===== src/rtl/mips_multicycle_sequencer.sv =====
// Multi-cycle MIPS32 control sequencer: Avalon-MM fetch, instruction decode, FETCH/DECODE/EXEC/MEM/WB stepping.
// Optional bus-stall watchdog enabled by defining WAIT_TIMEOUT_EN.
module mips_multicycle_sequencer #(
    parameter logic [31:0] RESET_VECTOR = 32'hBFC00000,
    parameter int unsigned WAIT_TIMEOUT = 255
) (
    input  logic        clk,
    input  logic        rst,
    output logic [31:0] address,
    output logic        read,
    output logic        write,
    input  logic        waitrequest,
    output logic [31:0] writedata,
    output logic [3:0]  byteenable,
    input  logic [31:0] readdata,
    input  logic [31:0] pc_next,
    input  logic [31:0] mem_addr,
    input  logic [31:0] mem_wdata,
    input  logic [3:0]  mem_be,
    output logic [2:0]  state,
    output logic [31:0] pc,
    output logic [31:0] instr,
    output logic [5:0]  opcode,
    output logic [4:0]  rs,
    output logic [4:0]  rt,
    output logic [4:0]  rd,
    output logic [4:0]  shamt,
    output logic [5:0]  funct,
    output logic [15:0] imm16,
    output logic [25:0] jaddr,
    output logic [31:0] mem_rdata,
    output logic        wb_en,
    output logic        active,
    output logic        fault
);

    typedef enum logic [2:0] {
        S_FETCH   = 3'd0,
        S_DECODE  = 3'd1,
        S_EXEC    = 3'd2,
        S_MEM     = 3'd3,
        S_WB      = 3'd4,
        S_HALT    = 3'd5,
        S_FAULT   = 3'd6,
        S_ILLEGAL = 3'd7
    } state_t;

    state_t cur;
    logic   timed_out;
    logic   is_store;

    assign opcode   = instr[31:26];
    assign rs       = instr[25:21];
    assign rt       = instr[20:16];
    assign rd       = instr[15:11];
    assign shamt    = instr[10:6];
    assign funct    = instr[5:0];
    assign imm16    = instr[15:0];
    assign jaddr    = instr[25:0];
    assign state    = cur;
    assign is_store = opcode[5] & opcode[3];
    assign active   = (cur != S_HALT) && (cur != S_FAULT);
    assign fault    = (cur == S_FAULT);

`ifdef WAIT_TIMEOUT_EN
    localparam logic [15:0] TIMEOUT_LIMIT = 16'(WAIT_TIMEOUT);
    logic [15:0] wait_cnt;
    logic        in_access;

    assign in_access = (cur == S_FETCH) || (cur == S_MEM);
    assign timed_out = in_access && waitrequest && (wait_cnt == TIMEOUT_LIMIT);

    // Any cycle that is not a stall ends the access, so the next access starts from zero.
    always_ff @(posedge clk) begin
        if (rst || !(in_access && waitrequest)) begin
            wait_cnt <= '0;
        end else begin
            wait_cnt <= wait_cnt + 16'd1;
        end
    end
`else
    assign timed_out = 1'b0;
`endif

    always_ff @(posedge clk) begin
        if (rst) begin
            cur       <= S_FETCH;
            pc        <= RESET_VECTOR;
            instr     <= '0;
            mem_rdata <= '0;
        end else begin
            case (cur)
                S_FETCH: begin
                    if (timed_out) begin
                        cur <= S_FAULT;
                    end else if (!waitrequest) begin
                        instr <= readdata;
                        cur   <= S_DECODE;
                    end
                end
                S_DECODE: cur <= S_EXEC;
                S_EXEC:   cur <= opcode[5] ? S_MEM : S_WB;
                S_MEM: begin
                    if (timed_out) begin
                        cur <= S_FAULT;
                    end else if (!waitrequest) begin
                        if (!opcode[3]) mem_rdata <= readdata;
                        cur <= S_WB;
                    end
                end
                S_WB: begin
                    pc  <= pc_next;
                    cur <= (pc_next == '0) ? S_HALT : S_FETCH;
                end
                S_HALT:  cur <= S_HALT;
                S_FAULT: cur <= S_FAULT;
                default: cur <= S_FAULT;
            endcase
        end
    end

    // Bus signals decode from the state register alone, so they hold steady for a whole access.
    always_comb begin
        read       = 1'b0;
        write      = 1'b0;
        address    = '0;
        writedata  = '0;
        byteenable = '0;
        wb_en      = 1'b0;
        case (cur)
            S_FETCH: begin
                read       = ~rst;
                address    = pc;
                byteenable = 4'b1111;
            end
            S_MEM: begin
                address    = mem_addr;
                byteenable = mem_be;
                if (opcode[3]) begin
                    write     = ~rst;
                    writedata = mem_wdata;
                end else begin
                    read = ~rst;
                end
            end
            S_WB:    wb_en = ~is_store;
            default: ;
        endcase
    end

endmodule


===== config.mk =====
export PLATFORM = sky130hd
export DESIGN_NAME = mips_multicycle_sequencer
export DESIGN_NICKNAME = d
export VERILOG_FILES = /design/src/rtl/mips_multicycle_sequencer.sv
export SDC_FILE = /design/constraint.sdc
export NUM_CORES = 1
export LEC_CHECK = 0
export CAP_MARGIN = 20
export CORE_AREA = 5 5 144 146
export CTS_CLUSTER_DIAMETER = 40
export DETAILED_ROUTE_END_ITERATION = 10
export DIE_AREA = 0 0 149 151
export SLEW_MARGIN = 40
export SYNTH_ARGS = -nofsm -noshare
export SYNTH_HDL_FRONTEND = slang
export SYNTH_SLANG_ARGS = --single-unit

===== constraint.sdc =====
create_clock -name clk -period 3.4 [get_ports clk]
set_clock_uncertainty 0.2 [all_clocks]
set_input_delay 0.68 -clock clk [delete_from_list [all_inputs] [get_ports clk]]
set_output_delay 0.68 -clock clk [all_outputs]
set_load 0.01 [all_outputs]

==> flow_summary.toml <==
[routing]
vias_per_cell = 4.40
drt-total-wl_um = 20300
firstDrtPassIters = 4
drc = 0
drtAntennaViolNets = 0
vias = 5191
wl_per_cell_um = 17.2
drt_iter0_markers = 164

[die]
fp-row-count = 51
die_area_mm2 = 0.0225
die_x_um = 149
core_area_mm2 = 0.0193
io_pins = 381
die_h_um = 151
initial_utilization = 0.249

[placement]
portBuffers = 380
place_congestion = 0.746
dp_hpwl_um = 15700

[clock_tree]
cts_resized = 0
numCtsBuffers = 9
tritoncts = "built"
cts-root-buf = "clkbuf_16"
htree_levels = 3
clock_latency_ps = 340
clock_sinks = 99
post_cts_buffers = 0
hold_buffers = 0
clockBufferDepth = 2
cts.clk_slew.worst_paths_ps = 70

[worst_setup_path]
cp-end-kind = "primary output"
arrival_ps = 2210
timing.rr.end = "mem_rdata[7]"
r2r-start = "state[1]"
crit_fanout = 72
critPathKind = "flip-flop to primary output"
crit_chain = "and3b_2, buf_12, a22o_1, clkdlybuf4s50_1"
slowest_stage = "clkdlybuf4s50_1"
r2r_slack_ps = 1280
reg2reg_depth = 6
cp-start-kind = "flip-flop"
crit_family = "buffers and inverters"
path_buf_inv = 2
critPathRequiredTime_ps = 2520
slowest_delay_ps = 560

[timing]
rsz0062_at_grt = "false"
setup_tns_ps = 0
tightest_slew_ps = 678
setup_viol = 0
finalHoldViolCount = 0
fin_crit_ps = 3090
fmax_mhz = 323
final.period_utilization = 0.910
relSlewSlack = 0.547
final_max_slew_viol_count = 0

[global_route]
grt_usage = 0.169
overflow = 0
grt_max_degree = 73
first_global_vias = 5155
grt_pass1_wl_um = 29500
grt_antenna_before_repair = 0

[synth]
ys_seq_elements = 99
synth.avg_cell_area_um2 = 7.66
yosysUniqueCellTypes = 29
synth-edff-count = 0
async_flop_share = 0
syn_inst = 626
ys_warn_count = 0
synth-seq-area-share = 0.413
synth_nets = 761
synth_ff_type = "dfxtp_1"
synth_area_mm2 = 0.00479

[hold_path]
min_from = "mem_rdata[14]"
hold_class = "flip-flop to flip-flop"
whs_path_depth = 2
whs_endpoint = "mem_rdata[14]"

[cells_and_area]
n_antenna_cell = 0
drive_above_1_share = 0.0383
nets = 1045
syn_to_final_growth_pct = 79.0
final_util = 0.445

[power]
leakagePower_nw = 3.15
power_density_mw_per_mm2 = 330
irDropWorstVdd_mv = 0.201

[outcome]
outcome = "finished, final reports clean"

[run]
drv_cap = 0
[cell usage after synthesis, drive strengths merged, types with 3 or more instances]
library cell / count / area, um^2
a21o: 4 / 30.0
a21oi: 92 / 460
a22o: 32 / 280
and3: 34 / 213
buf: 94 / 679
clkbuf: 28 / 105
dfxtp: 99 / 1980
inv: 3 / 11.3
nand2: 197 / 739
nand2b: 3 / 18.8
nand3b: 9 / 67.6
nor2: 5 / 18.8
nor4: 9 / 62.6
[power breakdown]
part | internal [W] | switching, W | leakage [nW] | total, W
clock network | 0.000572 | 0.000447 | 0.143 | 0.00102
logic | 0.000357 | 0.000236 | 2.20 | 0.000592
registers | 0.00119 | 0.0000341 | 0.803 | 0.00122
total | 0.00212 | 0.000717 | 3.15 | 0.00283
[how the worst max path moves through the flow]
stage	startpoint	end	cells after the start
6_report	state[1]	address[8]	4
5_1_grt	state[0]	read	5
4_1_cts	state[1]	read	5
3_5_place_dp	mem_addr[0]	address[0]	3
3_3_place_gp	mem_addr[0]	address[0]	3
2_1_floorplan	state[0]	read	6
[through the flow]
step	worst slack, ps	hold slack [ps]	instances	instance area [um^2]	total power, W
2_1_floorplan	1160	281	626	4790	0.00150
3_5_place_dp	611	246	1164	8290	0.00185
6_report	305	252	1180	8580	0.00283
4_1_cts	273	255	1180	8580	0.00288
5_1_grt	209	271	1180	8580	0.00296
3_3_place_gp	616	242	1164	8290	0.00185
[cells by family after synthesis]
kind of cell | share of synthesized area
multiplexers | 0.00209
XOR/XNOR | 0.00183
flip-flops | 0.413
buffers and inverters | 0.166
AO/OA/AOI/OAI | 0.170
AND/OR/NAND/NOR | 0.247
[area by class of cell]
| class | instances | area [um^2] |
|---|---|---|
| fill | 1955 | 10700 |
| multi-input combinational | 402 | 2040 |
| timing repair buffer | 395 | 3930 |
| clock inverter | 6 | 65.1 |
| inverter | 3 | 11.3 |
| tap | 265 | 332 |
| clock buffer | 10 | 229 |
| sequential | 99 | 1980 |
[routing by layer]
metal | vias to the layer above | share of wire | GRT usage
met3 | 19 | 0.097 | 0.0563
met1 | 2349 | 0.38 | 0.191
met4 | 0 | 0.018 | 0.0494
met5 | - | 0 | 0
met2 | 248 | 0.51 | 0.302
li1 | 2575 | - | -
[registers in the layout (all words and copies together), names as in the netlist]
name	flops
instr	32
mem_rdata	32
pc	32
state	3
[cell usage in the layout, fill, tap and decap left out, drive strengths merged, types with 2 or more instances in the layout]
cell type / synthesis / final
nand3b: 9 / 9
buf: 94 / 16
nor2: 5 / 5
nand3: 2 / 2
nor4: 9 / 9
and3: 34 / 34
nor3: 2 / 2
clkinv: 0 / 3
nand2: 197 / 197
a21o: 4 / 4
nand2b: 3 / 3
a22o: 32 / 32
and3b: 2 / 2
dfxtp: 99 / 99
inv: 3 / 4
clkbuf: 28 / 10
o21a: 2 / 2
a21oi: 92 / 92
clkdlybuf4s50: 0 / 379
[worst min-delay path, cell delays in order (launching register included)]
cell     delay, ps
dfxtp_1        310
nand2_1         50
a21oi_1         50
Power figures use the tool's default switching activity.
